$ cat config.mk
export PLATFORM = sky130hd
export DESIGN_NAME = sonar_varredura_uc
export DESIGN_NICKNAME = d
export VERILOG_FILES = /design/src/rtl/sonar_varredura_uc.sv
export SDC_FILE = /design/constraint.sdc
export NUM_CORES = 1
export LEC_CHECK = 0
export ABC_CLOCK_PERIOD_IN_PS = 3200
export BUFFER_PORTS_ARGS = -buffer_cell sky130_fd_sc_hd__buf_4
export CORE_ASPECT_RATIO = 1.25
export CORE_UTILIZATION = 30
export CTS_CLUSTER_DIAMETER = 120
export DETAILED_ROUTE_END_ITERATION = 6
export PLACE_DENSITY = 0.45
export SLEW_MARGIN = 20
export SYNTH_ARGS = -nofsm -noshare
export SYNTH_HDL_FRONTEND = slang
export SYNTH_SLANG_ARGS = --single-unit
export TNS_END_PERCENT = 100
$ cat constraint.sdc
create_clock -name clock -period 3.2 [get_ports clock]
set_clock_uncertainty 0.1 [all_clocks]
set_input_delay 0.64 -clock clock [delete_from_list [all_inputs] [get_ports clock]]
set_output_delay 0.64 -clock clock [all_outputs]
set_load 0.1 [all_outputs]
$ cat src/rtl/sonar_varredura_uc.sv
// Sonar sweep control unit: measure, send an N_DIGITOS frame, bounce the servo position, wait, repeat.
// Optional measurement timeout is built only when SONAR_TIMEOUT_EN is defined.
module sonar_varredura_uc #(
    parameter int N_DIGITOS  = 7,
    parameter int N_POSICOES = 8,
    parameter int INTERVALO  = 2_000_000,
    parameter int TIMEOUT    = 3_000_000,
    localparam int DW = (N_DIGITOS > 1) ? $clog2(N_DIGITOS) : 1,
    localparam int PW = $clog2(N_POSICOES)
) (
    input  logic          clock,
    input  logic          reset,
    input  logic          ligar,
    input  logic          modo,
    input  logic          fim_medida,
    input  logic          fim_transmissao,
    output logic          zera,
    output logic          medir_distancia,
    output logic          transmitir,
    output logic [DW-1:0] digito,
    output logic [PW-1:0] posicao,
    output logic          sentido,
    output logic          erro_medida,
    output logic          pronto,
    output logic [3:0]    db_estado
);

    localparam int IW = $clog2(INTERVALO + 1);

    typedef enum logic [3:0] {
        INICIAL            = 4'h0,
        PREPARACAO         = 4'h1,
        MEDIR              = 4'h2,
        ESPERA_MEDIDA      = 4'h3,
        TRANSMISSAO        = 4'h4,
        ESPERA_TRANSMISSAO = 4'h5,
        PROXIMO_DIGITO     = 4'h6,
        PROXIMA_POSICAO    = 4'h7,
        ESPERA_INTERVALO   = 4'h8,
        TIMEOUT_MEDIDA     = 4'h9,
        FIM_VARREDURA      = 4'hA
    } estado_t;

    estado_t       state, state_next;
    logic [IW-1:0] int_cnt;
    logic          fim_intervalo;
    logic          ultimo_digito;
    logic          fim_timeout;

    assign fim_intervalo = (int_cnt == IW'(INTERVALO - 1));
    assign ultimo_digito = (digito == DW'(N_DIGITOS - 1));

    always_ff @(posedge clock or negedge reset) begin
        if (!reset) state <= INICIAL;
        else        state <= state_next;
    end

    always_comb begin
        state_next      = state;
        zera            = 1'b0;
        medir_distancia = 1'b0;
        transmitir      = 1'b0;
        pronto          = 1'b0;
        db_estado       = state;
        case (state)
            INICIAL: begin
                zera = 1'b1;
                if (ligar) state_next = PREPARACAO;
            end
            PREPARACAO: begin
                zera       = 1'b1;
                state_next = MEDIR;
            end
            MEDIR: begin
                medir_distancia = 1'b1;
                state_next      = ESPERA_MEDIDA;
            end
            ESPERA_MEDIDA: begin
                // a measurement arriving on the terminal count still counts as good
                if (fim_medida)       state_next = TRANSMISSAO;
                else if (fim_timeout) state_next = TIMEOUT_MEDIDA;
            end
            TIMEOUT_MEDIDA:   state_next = TRANSMISSAO;
            TRANSMISSAO: begin
                transmitir = 1'b1;
                state_next = ESPERA_TRANSMISSAO;
            end
            ESPERA_TRANSMISSAO: begin
                if (fim_transmissao)
                    state_next = ultimo_digito ? PROXIMA_POSICAO : PROXIMO_DIGITO;
            end
            PROXIMO_DIGITO:   state_next = TRANSMISSAO;
            PROXIMA_POSICAO: begin
                // single sweep ends after the frame taken at position 1 on the way down
                if (modo && !sentido && posicao == PW'(1)) state_next = FIM_VARREDURA;
                else                                       state_next = ESPERA_INTERVALO;
            end
            ESPERA_INTERVALO: begin
                if (fim_intervalo) state_next = ligar ? PREPARACAO : INICIAL;
            end
            FIM_VARREDURA: begin
                pronto     = 1'b1;
                state_next = INICIAL;
            end
            default: begin
                db_estado  = 4'hF;
                state_next = INICIAL;
            end
        endcase
    end

    always_ff @(posedge clock or negedge reset) begin
        if (!reset) begin
            digito  <= '0;
            posicao <= '0;
            sentido <= 1'b1;
            int_cnt <= '0;
        end else begin
            case (state)
                PREPARACAO:     digito <= '0;
                PROXIMO_DIGITO: digito <= digito + DW'(1);
                PROXIMA_POSICAO: begin
                    int_cnt <= '0;
                    if (sentido) begin
                        if (posicao == PW'(N_POSICOES - 1)) begin
                            sentido <= 1'b0;
                            posicao <= posicao - PW'(1);
                        end else begin
                            posicao <= posicao + PW'(1);
                        end
                    end else begin
                        if (posicao == '0) begin
                            sentido <= 1'b1;
                            posicao <= posicao + PW'(1);
                        end else begin
                            posicao <= posicao - PW'(1);
                        end
                    end
                end
                ESPERA_INTERVALO: if (!fim_intervalo) int_cnt <= int_cnt + IW'(1);
                default: ;
            endcase
            // idle always restarts the sweep from position 0 going up
            if (state_next == INICIAL) begin
                posicao <= '0;
                sentido <= 1'b1;
            end
        end
    end

`ifdef SONAR_TIMEOUT_EN
    localparam int TW = $clog2(TIMEOUT + 1);
    logic [TW-1:0] to_cnt;

    assign fim_timeout = (to_cnt == TW'(TIMEOUT - 1));

    always_ff @(posedge clock or negedge reset) begin
        if (!reset) begin
            to_cnt      <= '0;
            erro_medida <= 1'b0;
        end else begin
            case (state)
                PREPARACAO: begin
                    to_cnt      <= '0;
                    erro_medida <= 1'b0;
                end
                ESPERA_MEDIDA:  if (!fim_medida && !fim_timeout) to_cnt <= to_cnt + TW'(1);
                TIMEOUT_MEDIDA: erro_medida <= 1'b1;
                default: ;
            endcase
        end
    end
`else
    logic [31:0] unused_timeout;
    assign unused_timeout = TIMEOUT;
    assign fim_timeout    = 1'b0;
    assign erro_medida    = 1'b0;
`endif

endmodule
==> flow_summary.ini <==
[placed_design]
gp_congestion = 0.7428
pre_cts_ws_ns = 0.8786
hpwl_um = 3197
port_buffers = 20
place_area_mm2 = 0.002167

[clock_network]
htree_levels = 2
cts_buffer_depth = 2
post_cts_resized = 0
post_cts_buffers = 0
cts_hold_buffers = 0
numCtsBuffers = 5
clk_pin_slew_worst_paths_ns = 0.07
cts.sinks = 32
clk_latency_ns = 0.29
cts_tree = built
clock-root-buffer = clkbuf_8

[synth]
synth_area_mm2 = 0.001918
yosys-top-cells-count = dfrtp_1 (31), nor2_1 (24), nand2_1 (17)
avgSynthCellArea_um2 = 8.921
yosysTopAreaCellShare_pct = 40.44
yosys_warnings = 0
synth.most_common_cell = dfrtp_1
yosysSeqAreaShare_pct = 41.81
synth_edf_count = 0
ys_top_cells_by_area = dfrtp_1 (40%), ha_1 (5.2%), nor2_1 (4.7%), xnor2_1 (4.1%), nand3_1 (3.4%)
syn-num-nets = 229
synth_top_flop_cell = dfrtp_1
synth_top_area_cell = dfrtp_1
async_flop_share_pct = 100.0
syn_inst = 215
synth.distinct_cells = 48
ys_ff_latch = 32

[critical_path]
required_ns = 2.46
crit_fanout = 17
r2r-start = state[3]
start_kind = flip-flop
cpMaxStageDelayCell = dfrtp_1
crit_path_end_kind = primary output
crit_chain = nand2b_1 > nor3_2 > buf_4
cp.arrival_ns = 1.68
crit_path_max_incr_delay_ns = 0.68
r2r_slack_ns = 0.88
path_class = reg -> out
timing.rr.end = int_cnt[18]
reg2reg_depth = 6

[detailed_routing]
wl_met3_um = 105
routed-wl-met2_um = 2181
wl_per_cell_um = 14.06
detailroute.via_count = 1576
top_layer = met4
ant_nets = 0
drtIter0Drc = 78
finalWirelength_um = 4498
wl_met1_um = 2097
vias_per_cell = 4.925
drt_first_pass_iters = 4
drcViolationCount = 0

[hold_path]
hold_path.class = in -> async

[pwr]
power.density_mw_per_mm2 = 863.4
p_total_mw = 1.941
vdd_ir_drop_max_mv = 0.7023
p_leak_nw = 0.9657

[sta]
slew_headroom_pct = 64.74
tightest_slew_ns = 0.5290
rsz0062_at_grt = false
period_minus_slack_ns = 2.418
period_share_pct = 75.55
drv_slew = 0
final.setup.tns_ns = 0
finalSetupViolations = 0
worst_slack_ns = 0.7824
max_freq_ghz = 0.4136
finalHoldViolCount = 0

[cells_and_area]
fin_nets = 248
drive_above_1_share_pct = 17.87
final_core_util_pct = 36.47
diodes = 0
fin_area_mm2 = 0.002248
syn2layout_area_growth_pct = 17.22

[global_routing]
grt_usage_pct = 15.26
grt_max_degree = 33
grt-ovfl-total = 0
grt_first_pass_wirelength_um = 7817
antenna_found_initial = 0
grt_pass1_vias = 1614

[status]
status = finished clean

[floorplan]
rows = 32
fp.dieW_um = 73.52
die_area_mm2 = 0.006720
fp.coreArea_mm2 = 0.006166
die_y_um = 91.40
initial_utilization_pct = 31.11
num_io_pins = 22

[job]
maxCapViolations = 0
==> stage by stage <==
| step | cells | hold WS [ns] |
|---|---|---|
| global route | 320 | 0.2275 |
| CTS | 320 | 0.2054 |
| floorplan | 215 | 0.2444 |
| detailed placement | 312 | 0.3646 |
| global placement | 312 | 0.3598 |
| finish | 320 | 0.1929 |
==> cell families after synthesis <==
group / after synthesis / share of synthesized area [%]
AO/OA/AOI/OAI: 42 / 13.76
AND/OR/NAND/NOR: 99 / 28.11
buffers and inverters: 18 / 3.914
other: 1 / 0.1955
flip-flops: 32 / 41.81
XOR/XNOR: 13 / 5.936
multiplexers: 2 / 1.044
adder cells (fa/ha/maj): 8 / 5.219
==> cells in the final DEF (no fill, tap or decap), types with 2 or more instances in the layout <==
master,instances
nor4_1,3
o31ai_1,2
nand2_1,17
nor3_2,3
a211oi_1,2
buf_4,24
nor4bb_1,2
o211ai_1,2
or3_1,7
clkbuf_1,2
inv_1,6
nand3_1,13
and3_1,2
ha_1,8
dfrtp_1,31
xnor2_1,9
and4_1,3
nand4_1,4
o22a_1,2
nor2b_1,2
a31oi_1,4
a21oi_1,9
xor2_1,4
nor2_1,24
clkbuf_8,5
o21ai_0,13
nor3_1,4
nand3_2,2
nand2b_1,4
mux2i_1,2
==> layer usage <==
| metal | up-vias | track usage [%] |
|---|---|---|
| met1 | 748 | 19.49 |
| li1 | 802 | - |
| met3 | 8 | 2.997 |
| met5 | - | 0 |
| met4 | 0 | 6.571 |
| met2 | 18 | 24.54 |
==> power by group <==
part	switching, mW	internal [mW]
logic	0.774	0.256
registers	0.136	0.469
clock network	0.153	0.153
==> area by class of cell <==
| type | instances | area (um^2) |
|---|---|---|
| Tap cell | 85 | 106.4 |
| Inverter | 6 | 22.52 |
| Fill cell | 684 | 3918 |
| Timing Repair Buffer | 24 | 180.2 |
| Sequential cell | 32 | 802.0 |
| Clock buffer | 7 | 76.32 |
| Multi-Input combinational cell | 165 | 1056 |
| Clock inverter | 1 | 5.005 |
==> sequential cells by signal, summed over array words and instances (netlist names) <==
| name | count |
|---|---|
| state | 4 |
| sentido | 1 |
| digito | 3 |
| int_cnt | 21 |
| posicao | 3 |
==> worst max-delay path by stage <==
stage,startpoint,to,slack [ns],depth (start not counted)
finish,state[2],transmitir,0.78,3
detailed placement,state[3],int_cnt[18],0.88,6
global placement,state[3],int_cnt[18],0.93,6
floorplan,state[1],pronto,0.36,3
CTS,state[2],transmitir,0.78,3
global route,state[2],transmitir,0.61,3
==> worst max-delay path, delay by kind of cell (launching register included) <==
family	cells	cell delay (ns)
buffers and inverters	1	0.32
AND/OR/NAND/NOR	2	0.40
flip-flops	1	0.68
Power figures use the tool's default switching activity.
